`config.mk`:
```
export PLATFORM = sky130hd
export DESIGN_NAME = led_pattern_seq
export DESIGN_NICKNAME = d
export VERILOG_FILES = /design/src/rtl/led_seq_pkg.sv /design/src/rtl/led_tick_gen.sv /design/src/rtl/led_pattern_seq.sv
export SDC_FILE = /design/constraint.sdc
export NUM_CORES = 1
export LEC_CHECK = 0
export ABC_CLOCK_PERIOD_IN_PS = 3940
export CAP_MARGIN = 30
export CORE_UTILIZATION = 60
export CTS_BUF_LIST = sky130_fd_sc_hd__clkbuf_16
export CTS_CLUSTER_DIAMETER = 60
export DETAILED_ROUTE_END_ITERATION = 6
export GPL_ROUTABILITY_DRIVEN = 0
export PLACE_DENSITY = 0.88
export REMOVE_ABC_BUFFERS = 1
export SKIP_CTS_REPAIR_TIMING = 1
export SLEW_MARGIN = 0
export SYNTH_ARGS = -nofsm -noshare
export SYNTH_HDL_FRONTEND = slang
export SYNTH_SLANG_ARGS = --single-unit
```
`constraint.sdc`:
```
create_clock -name clk_in -period 3.94 [get_ports clk_in]
set_clock_uncertainty 0.15 [all_clocks]
set_input_delay 0.788 -clock clk_in [delete_from_list [all_inputs] [get_ports clk_in]]
set_output_delay 0.788 -clock clk_in [all_outputs]
set_load 0.02 [all_outputs]
```
`src/rtl/led_seq_pkg.sv`:
```
// Shared constants and helpers for the LED pattern sequencer family.
package led_seq_pkg;

    localparam logic [1:0] MODE_ROT_L  = 2'd0;
    localparam logic [1:0] MODE_ROT_R  = 2'd1;
    localparam logic [1:0] MODE_BOUNCE = 2'd2;
    localparam logic [1:0] MODE_COUNT  = 2'd3;

    // Widest LED bank the seed helper supports; callers truncate to their width.
    localparam int MAX_LEDS = 64;

    typedef enum logic {
        DIR_LEFT  = 1'b0,
        DIR_RIGHT = 1'b1
    } dir_e;

    function automatic logic [MAX_LEDS-1:0] seed_for_mode(input logic [1:0] mode);
        logic [MAX_LEDS-1:0] seed;
        case (mode)
            MODE_COUNT: seed = {MAX_LEDS{1'b0}};
            default:    seed = {{(MAX_LEDS-1){1'b0}}, 1'b1};
        endcase
        return seed;
    endfunction

endpackage

```
`src/rtl/led_tick_gen.sv`:
```
// Prescaler producing a single-cycle step strobe every max(1, TICK_CYCLES >> speed) enabled cycles.
module led_tick_gen
    import led_seq_pkg::*;
#(
    parameter int TICK_CYCLES = 4
) (
    input  logic       clk_i,
    input  logic       rst_i,
    input  logic       en_i,
    input  logic [1:0] speed_i,
    output logic       step_now_o
);

    localparam int CNT_W = $clog2(TICK_CYCLES) + 1;
    localparam logic [CNT_W-1:0] TICK_W = CNT_W'(TICK_CYCLES);

    logic [CNT_W-1:0] cnt_q;
    logic [CNT_W-1:0] cnt_d;
    logic [CNT_W-1:0] period_s;
    logic             step_s;

    // Period selection and compare; >= lets a shortened period fire immediately.
    always_comb begin
        period_s = TICK_W >> speed_i;
        if (period_s == {CNT_W{1'b0}}) begin
            period_s = {{(CNT_W-1){1'b0}}, 1'b1};
        end else begin
            period_s = TICK_W >> speed_i;
        end
        step_s = 1'b0;
        cnt_d  = cnt_q;
        if (en_i) begin
            if (cnt_q >= period_s - {{(CNT_W-1){1'b0}}, 1'b1}) begin
                step_s = 1'b1;
                cnt_d  = {CNT_W{1'b0}};
            end else begin
                cnt_d  = cnt_q + {{(CNT_W-1){1'b0}}, 1'b1};
            end
        end else begin
            step_s = 1'b0;
            cnt_d  = cnt_q;
        end
    end

    // Prescaler count register.
    always_ff @(posedge clk_i) begin
        if (rst_i) begin
            cnt_q <= {CNT_W{1'b0}};
        end else begin
            cnt_q <= cnt_d;
        end
    end

    assign step_now_o = step_s;

endmodule

```
`src/rtl/led_pattern_seq.sv`:
```
// LED pattern sequencer: rotate, bounce or binary-count patterns on an active-low LED bank.
module led_pattern_seq
    import led_seq_pkg::*;
#(
    parameter int NUM_LEDS = 6,
    parameter int CLK_HZ   = 27_000_000,
    parameter int STEP_MS  = 500
) (
    input  logic                clk_in,
    input  logic                btn_rst,
    input  logic                en,
    input  logic [1:0]          mode,
    input  logic [1:0]          speed,
    output logic [NUM_LEDS-1:0] led,
    output logic                tick
);

    localparam int TICK_CYCLES = CLK_HZ / 1000 * STEP_MS;
    localparam logic [NUM_LEDS-1:0] PAT_ONE = {{(NUM_LEDS-1){1'b0}}, 1'b1};

    logic                step_now_s;
    logic [NUM_LEDS-1:0] pattern_q, pattern_d;
    dir_e                dir_q, dir_d;
    logic [1:0]          mode_q, mode_d;
    logic [NUM_LEDS-1:0] led_q;
    logic                tick_q;

    led_tick_gen #(
        .TICK_CYCLES(TICK_CYCLES)
    ) u_tick_gen (
        .clk_i      (clk_in),
        .rst_i      (btn_rst),
        .en_i       (en),
        .speed_i    (speed),
        .step_now_o (step_now_s)
    );

    // Next pattern: a mode change reloads the seed instead of stepping.
    always_comb begin
        pattern_d = pattern_q;
        dir_d     = dir_q;
        mode_d    = mode_q;
        if (step_now_s) begin
            if (mode != mode_q) begin
                mode_d    = mode;
                pattern_d = NUM_LEDS'(seed_for_mode(mode));
                dir_d     = DIR_LEFT;
            end else begin
                case (mode_q)
                    MODE_ROT_L: pattern_d = {pattern_q[NUM_LEDS-2:0], pattern_q[NUM_LEDS-1]};
                    MODE_ROT_R: pattern_d = {pattern_q[0], pattern_q[NUM_LEDS-1:1]};
                    MODE_BOUNCE: begin
                        if (dir_q == DIR_LEFT) begin
                            if (pattern_q[NUM_LEDS-1]) begin
                                pattern_d = pattern_q >> 1;
                                dir_d     = DIR_RIGHT;
                            end else begin
                                pattern_d = pattern_q << 1;
                            end
                        end else begin
                            if (pattern_q[0]) begin
                                pattern_d = pattern_q << 1;
                                dir_d     = DIR_LEFT;
                            end else begin
                                pattern_d = pattern_q >> 1;
                            end
                        end
                    end
                    MODE_COUNT: pattern_d = pattern_q + PAT_ONE;
                    default:    pattern_d = pattern_q;
                endcase
            end
        end else begin
            pattern_d = pattern_q;
        end
    end

    // Pattern state plus registered LED drive and tick strobe.
    always_ff @(posedge clk_in) begin
        if (btn_rst) begin
            pattern_q <= PAT_ONE;
            dir_q     <= DIR_LEFT;
            mode_q    <= MODE_ROT_L;
            led_q     <= ~PAT_ONE;
            tick_q    <= 1'b0;
        end else begin
            pattern_q <= pattern_d;
            dir_q     <= dir_d;
            mode_q    <= mode_d;
            led_q     <= ~pattern_d;
            tick_q    <= step_now_s;
        end
    end

    assign led  = led_q;
    assign tick = tick_q;

endmodule
```
==> results by group, run 1 <==
Setup path
  • CP Data Arrival Time: around 3.7 ns
  • Crit path kind: in -> reg
  • Setup crit end kind: flip-flop
  • CP startpoint: speed[1]
  • Critical Path RT: around 4.0 ns
  • R2r startpoint: u_tick_gen.cnt_q[0]
  • CP max FO: 13
  • Critical path startpoint category: input pin

Yosys
  • #FFs+latches synth: between 40 and 50
  • Post-Syn Area: 2718 um^2
  • EDFF count, synth: 0
  • Ys async rst share: 0%
  • Synth warnings: 0
  • Main flop type after synthesis: dfxtp_1
  • Register area share after synthesis: 30.20%
  • Most instantiated library cell after synthesis: dfxtp_1
  • Post-synth cell types: 47
  • Syn Area/Cell: between 8 and 9 um^2
  • Area share of the largest cell type after synthesis: around 30%
  • Ranking of synthesized cells by instance count: dfxtp_1 (41), ha_1 (28), nand2_1 (28)
  • Syn Inst Count: 327
  • Dominant cells by area after synthesis: dfxtp_1 (30%), ha_1 (13%), xor2_1 (6.4%)
  • Synth area leader: dfxtp_1

STA
  • Final Max Slew Viols: 0
  • Hold slack final: ~0.4 ns
  • Slew @ Worst Pin: 0.6995 ns
  • Finish-stage setup viols: 0
  • Slew headroom: a little over half
  • Fin crit period: 3.675 ns
  • Peak Freq: 0.2721 GHz
  • Fin crit share: ~93%
  • Final hold violation count: 0
  • RSZ-0062 raised after global routing: no

Pwr
  • PD cells: 327.3 nW/um^2
  • Worst IR Drop VDD: 0.0002617 V
  • Overall power: slightly above 1 mW
  • Pleak: approximately 1.2 nW

Detailed routing
  • M1 WL: roughly 2900 um
  • Detail Route Antenna Nets: 0
  • Met3 WL: approximately 330 um
  • Number of iterations in the first detailed-routing pass: 6
  • Via Count: between 2000 and 2500
  • Metal2 WL: between 2000 and 3000 um
  • # DRC: 0
  • Total Wirelength: around 6200 um
  • Highest routed layer: met4
  • Avg Vias per Cell: 6.064
  • Iteration-0 DRC Markers: 159
  • Wire length per cell: ~16 um

Floorplan
  • Area of the die: 4802 um^2
  • Row cnt: 24
  • Die X: between 60 and 70 um
  • Core area: 4354 um^2
  • Die Ht: 69.30 um
  • I/O Pins: 14
  • Initial core utilization: 62.41%

Final layout
  • Fin cells: 393
  • Final design utilization: a little under three quarters
  • # fillers: ~310
  • Antenna cells: 0
  • Share of cells above drive strength 1: between 7 and 8%
  • Nets: between 300 and 400
  • Synth-to-layout area growth: 14.09%

Clocking
  • Skew-Pair Late Insertion Delay: ~0.28 ns
  • H-tree level count: 2
  • CTS max path bufs: 2
  • Clk slew on worst S/H paths: ~0.060 ns
  • Total CTS buffers: 5
  • CTS tree: yes
  • CTS Root Cell: clkbuf_16
  • TritonCTS sink count: a little over 40

Hold path
  • Worst Hold Class: reg -> reg
  • Worst Hold Launch: u_tick_gen.cnt_q[1]

Global route
  • Number of global-route vias before repair: roughly 2300
  • First-pass GRT wire length: 10750 um
  • Total GRT Usage: 27.79%
  • Largest net degree at the start of global routing: 40
  • Antenna violations before repair: 0
  • Aggregate global routing overflow: 0

Placement
  • DP HPWL: between 4000 and 5000 um
  • Port-buffer cells: 13
  • Placed insts: 385

Status
  • Status: finished, final reports clean

Job
  • Max Cap Viol: 0
==> kinds of logic after synthesis <==
family	Yosys count	share of synthesized area, %
DFF	41	30.20
xor gates and xnor gates	28	9.024
adders and majority gates	28	12.89
muxes	12	4.604
AOI/OAI and AO/OA	57	13.67
other	1	0.1380
buffers and inverters	32	5.064
and+or+nand+nor	128	24.40
==> where the power goes <==
| group | internal (mW) | leakage, nW | switching, mW |
|---|---|---|---|
| Combinational | 0.0242 | 0.798 | 0.0342 |
| Clock | 0.365 | 0.0944 | 0.172 |
| Sequential | 0.416 | 0.331 | 0.00300 |
==> area by class of cell <==
type	count	area, um^2	area share (%)
Multi-Input combinational cell	254	1759	56.74
Sequential cell	41	820.8	26.47
Timing Repair Buffer	23	205.2	6.618
Clock buffer	5	125.1	4.036
Clock inverter	3	68.82	2.220
Tap cell	52	65.06	2.098
Inverter	15	56.30	1.816
==> cells in the final DEF, fill, tap and decap left out, types with 8 or more instances in the layout <==
cell type,n
nand2_1,28
nand2b_1,10
ha_1,28
a21oi_1,18
clkdlybuf4s50_1,13
xnor2_1,8
nor2_1,16
nand4_1,10
buf_4,10
inv_1,14
nand3_1,16
mux2i_1,8
nor3_1,25
dfxtp_1,41
xor2_1,20
o21ai_0,16
==> layer usage <==
layer  up-vias  GRT usage (%)
met5         -              0
met4         0          8.390
met3        16          6.250
met2        79          45.52
met1      1103          36.41
li1       1185              -
==> metrics by stage <==
step	setup TNS (ns)	cell area (um^2)	worst slack, ns
floorplan	0	2636	0.3045
global placement	0	2907	0.04560
detailed placement	-0.1589	2907	-0.04514
CTS	0	3100	0.2547
global route	0	3100	0.03431
finish	0	3100	0.2649
==> worst paths after layout <==
path / slack (ns) / end / cells after the start
worst max register to register: 1.51 / mode_q[1] / 8
worst min-delay path: 0.39 / u_tick_gen.cnt_q[1] / 2
worst max-delay path: 0.26 / mode_q[1] / 12
worst min register to register: 0.39 / u_tick_gen.cnt_q[1] / 2
==> worst max-delay path, stage by stage <==
cell and delay [ns]:
clkdlybuf4s50_1 0.48, inv_1 0.09, ha_1 0.20, or3_1 0.35, ha_1 0.30, nand4_1 0.13
nor3_2 0.23, nand3_1 0.11, or2_1 0.27, a21oi_4 0.32, buf_4 0.28, mux2i_1 0.19
No activity file was read; power rests on OpenSTA's default activity.
==> run 2: changes to the inputs <==
Settings changed: CORE_MARGIN from default to 2, CORE_UTILIZATION 60 to 40, PLACE_DENSITY 0.88 to 0.65.
==> results by group, run 2 (synthesis results as in run 1) <==
Status
  • Status: finished, final reports clean (unchanged)

Setup path
  • Critical path startpoint category: input pin (unchanged)
  • WP buf/inv: 3 (unchanged)
  • Crit path kind: in -> reg (unchanged)
  • Worst path slowest cell: clkdlybuf4s50_1 (unchanged)
  • CP max FO: 7 (was 13)
  • Reg2Reg Depth: 8 (unchanged)
  • CP Cell Sequence: clkdlybuf4s50_1 > inv_1 > ha_1 > or3_1 > ha_1 > nand4_1 > nor3_2 > nand3_1 > or2_1 > a21oi_4 > buf_12 > mux2_2 (was clkdlybuf4s50_1 > inv_1 > ha_1 > or3_1 > ha_1 > nand4_1 > nor3_2 > nand3_1 > or2_1 > a21oi_4 > buf_4 > mux2i_1)
  • Most used cell, CP: ha_1 (unchanged)
  • CP peak stage delay: 0.47 ns (was 0.48 ns)
  • CP Data Arrival Time: 3.67 ns (was 3.74 ns)
  • Top Family by Delay on Critical Path: simple AND/OR/NAND/NOR gates (unchanged)
  • R2r startpoint: u_tick_gen.cnt_q[22] (was u_tick_gen.cnt_q[0])
  • Setup crit end kind: flip-flop (unchanged)
  • Critical Path RT: 3.95 ns (was 4.01 ns)
  • Reg2reg setup slack: 1.55 ns (was 1.51 ns)
  • FF-to-FF End: led[5] (was mode_q[1])

Global route
  • Antenna violations before repair: 0 (unchanged)
  • Aggregate global routing overflow: 0 (unchanged)
  • Number of global-route vias before repair: 2201 (was 2252)
  • Largest net degree at the start of global routing: 40 (unchanged)
  • Total GRT Usage: 17.31% (was 27.79%)
  • First-pass GRT wire length: 10450 um (was 10750 um)

Hold path
  • Worst Hold Launch: u_tick_gen.cnt_q[1] (unchanged)
  • Hold Path End: u_tick_gen.cnt_q[1] (unchanged)
  • Worst Hold Class: reg -> reg (unchanged)
  • Hold path depth: 2 (unchanged)

Final layout
  • Most frequent cells in the layout: dfxtp_1 (41), nand2_1 (28), ha_1 (28), nor3_1 (25), xor2_1 (20) (unchanged)
  • Nets: 378 (was 375)
  • Commonest non-fill, non-tap cell in the layout: dfxtp_1 (unchanged)
  • Final design utilization: 46.54% (was 71.21%)
  • Synth-to-layout area growth: 14.41% (was 14.09%)
  • Share of cells above drive strength 1: 7.580% (was 7.625%)
  • Fin cells: 423 (was 393)
  • Antenna cells: 0 (unchanged)

Detailed routing
  • Detail Route Antenna Nets: 0 (unchanged)
  • # DRC: 0 (unchanged)
  • Total Wirelength: 5977 um (was 6247 um)
  • Avg Vias per Cell: 5.466 (was 6.064)
  • Via Count: 2312 (was 2383)
  • Wire length per cell: 14.13 um (was 15.90 um)
  • Number of iterations in the first detailed-routing pass: 5 (was 6)
  • Iteration-0 DRC Markers: 202 (was 159)

Pwr
  • Clock power share: 43.8% (was 52.9%)
  • Comb power frac: 7.0% (was 5.8%)
  • P_sw: 184.8 uW (was 209.4 uW)
  • Overall power: 852.2 uW (was 1.015 mW)
  • Worst IR Drop VDD: 0.0001833 V (was 0.0002617 V)
  • Pleak: 1.216 nW (was 1.223 nW)
  • PD cells: 274.1 nW/um^2 (was 327.3 nW/um^2)
  • Seq pwr share: 49.2% (was 41.3%)
  • Cell Int Power: 667.5 uW (was 805.5 uW)
  • Switching share of power: 21.68% (was 20.63%)

Clocking
  • CTS Root Cell: clkbuf_16 (unchanged)
  • H-tree level count: 2 (unchanged)
  • CTS max path bufs: 2 (unchanged)
  • Skew-Pair Late Insertion Delay: 0.28 ns (about the same)
  • CTS tree: yes (unchanged)
  • Clk slew on worst S/H paths: 0.05 ns (was 0.06 ns)
  • TritonCTS sink count: 41 (unchanged)
  • Total CTS buffers: 5 (unchanged)

Floorplan
  • Die Ht: 86.43 um (was 69.30 um)
  • Initial core utilization: 40.67% (was 62.41%)
  • Row cnt: 30 (was 24)
  • Core area: 6681 um^2 (was 4354 um^2)
  • I/O Pins: 14 (unchanged)
  • Area of the die: 7469 um^2 (was 4802 um^2)
  • Die X: 86.43 um (was 69.30 um)

STA
  • Peak Freq: 0.2736 GHz (was 0.2721 GHz)
  • Fin crit period: 3.655 ns (was 3.675 ns)
  • Finish-stage setup viols: 0 (unchanged)
  • Setup TNS: 0 ns (unchanged)
  • Fin crit share: 92.77% (was 93.28%)
  • Slew headroom: 54.74% (was 52.98%)
  • Final hold violation count: 0 (unchanged)
  • Hold slack final: 0.3842 ns (was 0.3940 ns)
  • Final Max Slew Viols: 0 (unchanged)
  • RSZ-0062 raised after global routing: no (unchanged)
  • Slew @ Worst Pin: 0.6733 ns (was 0.6995 ns)

Job
  • Max Cap Viol: 0 (unchanged)

Placement
  • Placed insts: 414 (was 385)
  • DP HPWL: 4327 um (was 4388 um)
  • Port-buffer cells: 13 (unchanged)
run 2: cell count changes in the layout (fill, tap and decap cells not counted):
cell       before  now
bufinv_16       2    0
inv_6           1    0
buf_12          0    1
clkinv_1        1    2
inv_1          14   15
buf_4          10   12
run 2: power by group through the flow:
stage	combinational [mW]	sequential, mW	clock [mW]
5_1_grt	0.0680	0.419	0.406
4_1_cts	0.0599	0.419	0.385
3_5_place_dp	0.0592	0.428	0
6_report	0.0596	0.419	0.373
2_1_floorplan	0.0303	0.427	0
3_3_place_gp	0.0582	0.428	0
run 2: routing by layer:
metal	wire length (um)	track usage [%]	up-vias
li1	-	-	1197
met1	3064	24.53	1085
met2	2705	27.13	26
met3	162	3.619	4
met4	44	3.835	0
met5	0	0	-
run 2: worst register-to-register path: cells and delay by family (launching register included):
kind	cells	cell delay, ns
multiplexers	1	0.33
AO/OA/AOI/OAI	1	0.22
flip-flops	1	0.35
AND/OR/NAND/NOR	4	0.77
adder cells (fa/ha/maj)	1	0.32
buffers and inverters	1	0.15
run 2: worst max-delay path by stage:
stage / from / slack [ns] / endpoint / cells after the start
after floorplan: speed[1] / 0.30 / led[2] / 11
after CTS: speed[0] / 0.22 / mode_q[0] / 12
after global placement: speed[0] / 0.05 / mode_q[0] / 12
after detailed placement: speed[0] / -0.06 / mode_q[0] / 12
after global routing: speed[0] / 0.09 / mode_q[0] / 12
final: speed[0] / 0.28 / led[5] / 12
run 2: final cells by class:
class	instances	area, um^2
tap	80	100.1
inverter	15	56.30
clock buffer	5	125.1
clock inverter	2	7.507
timing repair buffer	26	240.2
multi-input combinational	254	1759
sequential	41	820.8
fill	642	3572
run 2: through the flow:
| stage | setup slack (ns) | cell area, um^2 |
|---|---|---|
| 4_1_cts | 0.2221 | 3082 |
| 5_1_grt | 0.09312 | 3109 |
| 6_report | 0.2848 | 3109 |
| 3_3_place_gp | 0.04539 | 2949 |
| 3_5_place_dp | -0.06249 | 2949 |
| 2_1_floorplan | 0.3045 | 2636 |
==> run 3: changes to the inputs <==
Settings changed: ABC_CLOCK_PERIOD_IN_PS 3940 to 3100, CAP_MARGIN 30 to 0, CORE_ASPECT_RATIO from default to 0.75, PLACE_DENSITY 0.65 to 0.67.
Clock period 3.94 ns to 3.1 ns, I/O delays scaled along.
==> results by group, run 3 (synthesis results as in run 1) <==
Status
  • Status: finished, final reports clean (unchanged)

Clocking
  • Clk slew on worst S/H paths: 0.06 ns (was 0.05 ns)
  • CTS tree: yes (unchanged)
  • Skew-Pair Late Insertion Delay: 0.28 ns (about the same)
  • CTS Root Cell: clkbuf_16 (unchanged)
  • TritonCTS sink count: 41 (unchanged)
  • CTS max path bufs: 2 (unchanged)
  • Total CTS buffers: 5 (unchanged)
  • H-tree level count: 2 (unchanged)

Detailed routing
  • Total Wirelength: 6222 um (was 5977 um)
  • # DRC: 0 (unchanged)
  • Number of iterations in the first detailed-routing pass: 4 (was 5)
  • Avg Vias per Cell: 5.466 (about the same)
  • Via Count: 2405 (was 2312)
  • Iteration-0 DRC Markers: 177 (was 202)
  • Detail Route Antenna Nets: 0 (unchanged)
  • Wire length per cell: 14.14 um (was 14.13 um)

Final layout
  • Antenna cells: 0 (unchanged)
  • Most frequent cells in the layout: dfxtp_1 (41), nand2_1 (28), nor3_1 (25), ha_1 (25), buf_4 (25) (was dfxtp_1 (41), nand2_1 (28), ha_1 (28), nor3_1 (25), xor2_1 (20))
  • Synth-to-layout area growth: 21.41% (was 14.41%)
  • # fillers: 585 (was 642)
  • Share of cells above drive strength 1: 14.48% (was 7.580%)
  • Nets: 393 (was 378)
  • Commonest non-fill, non-tap cell in the layout: dfxtp_1 (unchanged)

STA
  • Fin crit share: a little over nine tenths
  • Setup TNS: 0 ns (unchanged)
  • Peak Freq: ~0.34 GHz
  • Finish-stage setup viols: 0 (unchanged)
  • Slew @ Worst Pin: 0.6699 ns (was 0.6733 ns)
  • Final hold violation count: 0 (unchanged)
  • Worst setup margin: 0.1466 ns (was 0.2848 ns)
  • Hold slack final: 0.3844 ns (was 0.3842 ns)
  • Final Max Slew Viols: 0 (unchanged)
  • Slew headroom: 55.28% (was 54.74%)
  • Fin crit period: approximately 3.0 ns

Global route
  • Aggregate global routing overflow: 0 (unchanged)
  • Number of global-route vias before repair: 2119 (was 2201)
  • Total GRT Usage: 17.71% (was 17.31%)
  • First-pass GRT wire length: 10630 um (was 10450 um)
  • Largest net degree at the start of global routing: 40 (unchanged)
  • Antenna violations before repair: 0 (unchanged)

Setup path
  • CP Cell Sequence: dlymetal6s2s_1 > inv_2 > ha_2 > or3_4 > ha_4 > nand4_1 > nor3_2 > nand3_1 > or2_4 > a21oi_4 > buf_12 > mux2_2 (was clkdlybuf4s50_1 > inv_1 > ha_1 > or3_1 > ha_1 > nand4_1 > nor3_2 > nand3_1 > or2_1 > a21oi_4 > buf_12 > mux2_2)
  • CP peak stage delay: 0.37 ns (was 0.47 ns)
  • CP startpoint: speed[0] (unchanged)
  • Crit path kind: in -> reg (unchanged)
  • Critical path startpoint category: input pin (unchanged)
  • Crit path to: led[2] (was led[5])
  • CP Data Arrival Time: 2.97 ns (was 3.67 ns)
  • Worst path slowest cell: or3_4 (was clkdlybuf4s50_1)
  • FF-to-FF End: led[2] (was led[5])
  • R2r startpoint: u_tick_gen.cnt_q[23] (was u_tick_gen.cnt_q[22])
  • CP max FO: 8 (was 7)
  • Setup crit end kind: flip-flop (unchanged)
  • Reg2reg setup slack: 0.81 ns (was 1.55 ns)
  • Critical Path RT: 3.12 ns (was 3.95 ns)
  • Reg2Reg Depth: 8 (unchanged)

Placement
  • DP HPWL: 4533 um (was 4327 um)
  • Port-buffer cells: 13 (unchanged)
  • Post-place setup slack: -0.6653 ns (was -0.06249 ns)

Floorplan
  • Die X: 99.18 um (was 86.43 um)
  • Die Ht: 75.39 um (was 86.43 um)
  • I/O Pins: 14 (unchanged)
  • Area of the die: 7476 um^2 (was 7469 um^2)
  • Core area: 6444 um^2 (was 6681 um^2)
  • Initial core utilization: 42.17% (was 40.67%)
  • Row cnt: 25 (was 30)

Hold path
  • Hold path depth: 2 (unchanged)
  • Worst Hold Class: reg -> reg (unchanged)

Pwr
  • PD cells: 346.2 nW/um^2 (was 274.1 nW/um^2)
  • Overall power: 1.142 mW (was 852.2 uW)
  • Pleak: 1.317 nW (was 1.216 nW)
  • Worst IR Drop VDD: 0.0002245 V (was 0.0001833 V)

Job
  • Max Cap Viol: 0 (unchanged)
-- run 3: worst max-delay path, delay by kind of cell --
kind | cells | cell delay, ns
adders and majority gates | 2 | 0.46
muxes | 1 | 0.33
buffers and inverters | 3 | 0.34
and+or+nand+nor | 5 | 1.06
AOI/OAI and AO/OA | 1 | 0.17
-- run 3: worst min-delay path by stage --
| stage | slack (ns) | end | start |
|---|---|---|---|
| after floorplan | 0.34 | u_tick_gen.cnt_q[1] | u_tick_gen.cnt_q[1] |
| after global placement | 0.37 | u_tick_gen.cnt_q[1] | u_tick_gen.cnt_q[1] |
| after detailed placement | 0.37 | u_tick_gen.cnt_q[1] | u_tick_gen.cnt_q[1] |
| after CTS | 0.38 | u_tick_gen.cnt_q[1] | u_tick_gen.cnt_q[1] |
| after global routing | 0.43 | u_tick_gen.cnt_q[3] | u_tick_gen.cnt_q[3] |
| final | 0.38 | u_tick_gen.cnt_q[1] | u_tick_gen.cnt_q[1] |
-- run 3: metrics by stage --
step / util, % / std cells / area, um^2
floorplan: - / 310 / 2636
global placement: 47.42 / 429 / 3055
detailed placement: 47.42 / 429 / 3055
CTS: 49.75 / 437 / 3206
global route: 51.20 / 440 / 3299
finish: 51.20 / 440 / 3299
-- run 3: metal layers --
layer / vias to the layer above / track usage, % / part of all wire, %
li1: 1233 / - / -
met1: 1132 / 27.36 / 55
met2: 38 / 25.75 / 42
met3: 2 / 3.028 / 2.8
met4: 0 / 3.653 / 0.58
met5: - / 0 / 0
-- run 3: where the power goes --
part | switching [mW] | internal, mW | leakage (nW) | total, mW
registers | 0.00343 | 0.529 | 0.331 | 0.532
clock network | 0.218 | 0.302 | 0.0704 | 0.520
logic | 0.0480 | 0.0416 | 0.916 | 0.0896
-- run 3: layout make-up --
| type | instances | area [um^2] | area share (%) |
|---|---|---|---|
| Timing Repair Buffer | 41 | 369.1 | 11.19 |
| Clock inverter | 3 | 25.02 | 0.7584 |
| Multi-Input combinational cell | 254 | 1802 | 54.61 |
| Inverter | 15 | 56.30 | 1.706 |
| Tap cell | 81 | 101.3 | 3.072 |
| Clock buffer | 5 | 125.1 | 3.792 |
| Sequential cell | 41 | 820.8 | 24.88 |
